--- src/rtl/window_apply.sv ---
// Triangle-window multiplier ahead of the FFT: joins sample and coefficient
// streams beat-for-beat, then rounds and saturates the product over a 2-stage pipeline.
module window_apply #(
    parameter int SAMPLE_WIDTH    = 16,
    parameter int WIN_POW2        = 10,
    parameter int OUT_WIDTH       = 16,
    parameter int FRAME_CNT_WIDTH = 16
) (
    input  logic                              clk,
    input  logic                              rst,
    input  logic signed [SAMPLE_WIDTH-1:0]    sample_in,
    input  logic                              sample_in_valid,
    output logic                              sample_in_ready,
    input  logic        [WIN_POW2-1:0]        win_in,
    input  logic                              win_in_valid,
    input  logic                              win_in_last,
    output logic                              win_in_ready,
    output logic signed [OUT_WIDTH-1:0]       data_out,
    output logic                              data_out_valid,
    output logic                              data_out_last,
    input  logic                              data_out_ready,
    output logic        [FRAME_CNT_WIDTH-1:0] frame_count
);

    localparam int PROD_W = SAMPLE_WIDTH + WIN_POW2 + 1;

    // Constants at the rounding width (one guard bit above the product).
    localparam logic signed [PROD_W:0] RND_HALF =
        {{(PROD_W - WIN_POW2 + 2){1'b0}}, 1'b1, {(WIN_POW2 - 2){1'b0}}};
    localparam logic signed [PROD_W:0] OUT_MAX =
        {{(PROD_W - OUT_WIDTH + 2){1'b0}}, {(OUT_WIDTH - 1){1'b1}}};
    localparam logic signed [PROD_W:0] OUT_MIN =
        {{(PROD_W - OUT_WIDTH + 2){1'b1}}, {(OUT_WIDTH - 1){1'b0}}};

    // Round half-up to the 1.0 = 2**(WIN_POW2-1) scale, then clamp to the output range.
    function automatic logic signed [OUT_WIDTH-1:0] round_sat(
        input logic signed [PROD_W-1:0] p
    );
        logic signed [PROD_W:0] r;
        r = {p[PROD_W-1], p} + RND_HALF;
        r = r >>> (WIN_POW2 - 1);
        if (r > OUT_MAX) begin
            return OUT_MAX[OUT_WIDTH-1:0];
        end
        if (r < OUT_MIN) begin
            return OUT_MIN[OUT_WIDTH-1:0];
        end
        return r[OUT_WIDTH-1:0];
    endfunction

    logic                              vld_p1_q;
    logic                              last_p1_q;
    logic signed [PROD_W-1:0]          prod_p1_q;
    logic signed [PROD_W-1:0]          prod_p1_d;
    logic                              vld_p2_q;
    logic                              last_p2_q;
    logic signed [OUT_WIDTH-1:0]       data_p2_q;
    logic signed [OUT_WIDTH-1:0]       data_p2_d;
    logic        [FRAME_CNT_WIDTH-1:0] frame_cnt_q;

    logic                              s1_en;
    logic                              s2_en;
    logic                              fire;
    logic signed [WIN_POW2:0]          win_ext;
    logic signed [PROD_W-1:0]          samp_x;
    logic signed [PROD_W-1:0]          win_x;

    assign s2_en = ~vld_p2_q | data_out_ready;
    assign s1_en = ~vld_p1_q | s2_en;

    assign fire            = sample_in_valid & win_in_valid & s1_en;
    assign sample_in_ready = win_in_valid & s1_en;
    assign win_in_ready    = sample_in_valid & s1_en;

    assign win_ext   = {1'b0, win_in};
    assign samp_x    = PROD_W'(sample_in);
    assign win_x     = PROD_W'(win_ext);
    assign prod_p1_d = samp_x * win_x;
    assign data_p2_d = round_sat(prod_p1_q);

    // Stage 1: joined product
    always_ff @(posedge clk) begin
        if (rst) begin
            vld_p1_q <= 1'b0;
        end else if (s1_en) begin
            vld_p1_q <= fire;
        end
    end

    always_ff @(posedge clk) begin
        if (fire) begin
            prod_p1_q <= prod_p1_d;
            last_p1_q <= win_in_last;
        end
    end

    // Stage 2: rounded, saturated output
    always_ff @(posedge clk) begin
        if (rst) begin
            vld_p2_q  <= 1'b0;
            last_p2_q <= 1'b0;
            data_p2_q <= '0;
        end else if (s2_en) begin
            vld_p2_q <= vld_p1_q;
            if (vld_p1_q) begin
                data_p2_q <= data_p2_d;
                last_p2_q <= last_p1_q;
            end
        end
    end

    always_ff @(posedge clk) begin
        if (rst) begin
            frame_cnt_q <= '0;
        end else if (vld_p2_q & data_out_ready & last_p2_q) begin
            frame_cnt_q <= frame_cnt_q + 1'b1;
        end
    end

    assign data_out       = data_p2_q;
    assign data_out_valid = vld_p2_q;
    assign data_out_last  = last_p2_q;
    assign frame_count    = frame_cnt_q;

endmodule

--- config.mk ---
export PLATFORM = sky130hd
export DESIGN_NAME = window_apply
export DESIGN_NICKNAME = d
export VERILOG_FILES = /design/src/rtl/window_apply.sv
export SDC_FILE = /design/constraint.sdc
export NUM_CORES = 1
export LEC_CHECK = 0
export ABC_AREA = 1
export BUFFER_PORTS_ARGS = -buffer_cell sky130_fd_sc_hd__buf_2
export CORE_ASPECT_RATIO = 1.4
export CORE_MARGIN = 5
export CORE_UTILIZATION = 31
export CTS_CLUSTER_DIAMETER = 60
export DETAILED_ROUTE_END_ITERATION = 16
export GPL_ROUTABILITY_DRIVEN = 1
export MAX_ROUTING_LAYER = met4
export PLACE_DENSITY = 0.43
export SYNTH_ARGS = -nofsm -noshare
export SYNTH_HDL_FRONTEND = slang
export SYNTH_SLANG_ARGS = --single-unit
export TNS_END_PERCENT = 30
--- constraint.sdc ---
create_clock -name clk -period 7.1 [get_ports clk]
set_clock_uncertainty 0.2 [all_clocks]
set_input_delay 1.42 -clock clk [delete_from_list [all_inputs] [get_ports clk]]
set_output_delay 1.42 -clock clk [all_outputs]
set_load 0.05 [all_outputs]
==> results.json <==
{
  "status": "complete, no violations",
  "n_fill_cell": 3138,
  "vias": 6834,
  "synth_cell_types": 38,
  "nets": 1426,
  "relSlewSlack_pct": 51.3,
  "rows": 73,
  "start_util_pct": 31.5,
  "cts_resized": 0,
  "synth_enable_flop_cells": 20,
  "synth_seq_area_share_pct": 14.5,
  "synth_area_um2": 8970,
  "regArea_um2": 1300,
  "dpl.hpwl_mm": 18.6,
  "grt_usage_pct": 14.0,
  "tightest_slew_ps": 730,
  "syn_to_final_growth_pct": 8.64,
  "multi_input_area_um2": 6300,
  "finalSetupViolCount": 0,
  "die_w_um": 154,
  "cts_inserted_buffers": 5,
  "clk_pin_slew_ps": 70,
  "period_share_pct": 90.8,
  "viasPerCell": 4.36,
  "critPathRequiredTime_ps": 6940,
  "post_cts_buffers": 0,
  "root_buffer": "clkbuf_16",
  "p_sw_share_pct": 54.2,
  "dieArea_um2": 32500,
  "rsz0062_at_grt": "no",
  "routed_wl_mm": 21.2,
  "clock_power_share_pct": 5.7,
  "slew_viol_final": 0,
  "ys_warn_count": 0,
  "cts_tree": "done",
  "overflow": 0,
  "p_switching_w": 0.00229,
  "rrSetupSlack_ps": 4740,
  "hold_viol_final": 0,
  "yosys.area.top_type_share_pct": 32.2,
  "seq_power_share_pct": 14.8,
  "start_kind": "primary input",
  "cp_max_fo": 16,
  "first_pass_iters": 4,
  "netlist_top_cells_area": "fa_1 (32%), inv_1 (13%), nand2_1 (11%)",
  "synth_flop_cell": "dfxtp_1",
  "clock-sinks": 55,
  "core_area_um2": 28500,
  "criticalPathCategory": "primary input to flip-flop",
  "syn_nets": 1390,
  "cp-end-kind": "flip-flop",
  "p_int_w": 0.00193,
  "fin_crit_ps": 6440,
  "grt_pass1_vias": 7425,
  "synth_seq_cells": 55,
  "grt_max_degree": 25,
  "gp_routability_congestion": 0.807,
  "peakVddDrop_mv": 0.200,
  "comb_power_share_pct": 79.5,
  "antenna_found_initial": 0,
  "ant_nets": 0,
  "die_y_um": 211,
  "ctsHoldBuffers": 0,
  "drt_iter0_drc": 236,
  "htree_levels": 2,
  "async_flop_share_pct": 0,
  "wl_per_cell_um": 13.5,
  "drive_above_1_share_pct": 10.1,
  "diodes": 0,
  "io_pins": 68,
  "cts_max_path_buffers": 2,
  "crit_arrival_ps": 6280,
  "syn_avg_cell_area_um2": 7.77,
  "drv_cap": 0,
  "finalNonFillerCells": 1566,
  "remaining_drc_errors": 0,
  "reg2reg_depth": 10,
  "syn_inst": 1154,
  "fin_setup_tns_ps": 0,
  "io_buffers": 67,
  "holdPathStages": 2,
  "power_leakage_nw": 5.36,
  "insertion_delay_ps": 290,
  "p_per_area_nw_per_um2": 434,
  "hold_path_class": "flip-flop to flip-flop",
  "synth_largest_area_cell": "fa_1",
  "fmax_ghz": 0.155,
  "grt_pass1_wl_mm": 36.9,
  "place_inst": 1558
}
[synth_stat cells (all sizes together) (10+ instances only)]
library cell	count
inv	311
nand2	258
fa	144
nor2	92
ha	60
a21oi	38
clkbuf	35
dfxtp	35
o21ai	33
nand3	32
xor2	26
edfxtp	20
xnor2	16
nor3	10
[layout by cell type, fill, tap and decap left out, types with 4 or more instances in the layout]
| cell | count |
|---|---|
| a21o_1 | 8 |
| a21oi_1 | 38 |
| a31oi_1 | 4 |
| buf_2 | 67 |
| clkbuf_16 | 5 |
| dfxtp_1 | 35 |
| edfxtp_1 | 20 |
| fa_1 | 144 |
| ha_1 | 60 |
| inv_1 | 310 |
| nand2_1 | 251 |
| nand2_2 | 6 |
| nand3_1 | 30 |
| nand4_1 | 8 |
| nor2_1 | 64 |
| nor2_2 | 20 |
| nor2_4 | 8 |
| nor3_1 | 10 |
| o21ai_0 | 30 |
| o21bai_1 | 6 |
| xnor2_1 | 16 |
| xor2_1 | 26 |
[metal layers]
layer / part of all wire, % / GRT usage [%] / vias up
li1: - / - / 3453
met1: 44 / 16.8 / 3246
met2: 52 / 25.6 / 104
met3: 2.4 / 0.881 / 31
met4: 1.9 / 3.35 / 0
met5: 0 / - / -
[stage by stage]
step	hold slack [ps]	power (W)	area [um2]	util, %	setup slack (ps)
after CTS	271	0.00432	9740	34.2	616
after detailed placement	262	0.00406	9600	33.7	314
after global routing	309	0.00482	9740	34.2	407
after global placement	256	0.00410	9600	33.7	280
final	267	0.00422	9740	34.2	656
after floorplan	267	0.00327	8970	-	712
[state kept, by name (all words and copies together) (netlist names)]
signal,cells
prod_p1_q,19
data_out,16
frame_count,16
data_out_last,1
data_out_valid,1
last_p1_q,1
vld_p1_q,1
[power by group through the flow]
stage / Clock (W) / Combinational [W] / Sequential, W
2_1_floorplan: 0 / 0.00263 / 0.000633
3_5_place_dp: 0 / 0.00343 / 0.000635
3_3_place_gp: 0 / 0.00347 / 0.000635
6_report: 0.000242 / 0.00336 / 0.000626
4_1_cts: 0.000254 / 0.00344 / 0.000628
5_1_grt: 0.000266 / 0.00392 / 0.000638
[kinds of logic after synthesis]
| group | after synthesis | synth area share, % |
|---|---|---|
| xor+xnor | 42 | 4.10 |
| flops | 55 | 14.5 |
| fa+ha+maj | 204 | 40.5 |
| compound gates | 95 | 6.01 |
| buf+inv | 352 | 15.2 |
| simple gates | 406 | 19.6 |
[area by class of cell]
cell class              count  share of cell area (%)
clock buffers               5                    1.28
clock inverters             3                   0.193
well taps                 375                    4.82
multi-input cells         747                    64.7
inverters                 311                    12.0
repair buffers             70                    3.67
flip-flops and latches     55                    13.4
[path summary, 6_finish.rpt]
check | endpoint | from
worst max-delay path | prod_p1_q[23] | win_in[5]
worst min-delay path | frame_count[15] | frame_count[15]
worst max register to register | data_out[2] | prod_p1_q[8]
worst min register to register | frame_count[15] | frame_count[15]
[worst max-delay path: stages]
cell      delay, ps
buf_2           220
nand2_1         160
inv_1            90
fa_1            620
inv_1           100
fa_1            530
inv_1            50
fa_1            500
fa_1            550
inv_1            50
fa_1            530
inv_1            40
ha_1            350
a21oi_1         200
a21boi_0        280
o21ai_0         160
a21oi_1         140
nand2_1         110
xor2_1          150
Note: power is estimated with default switching activity, not from simulation.
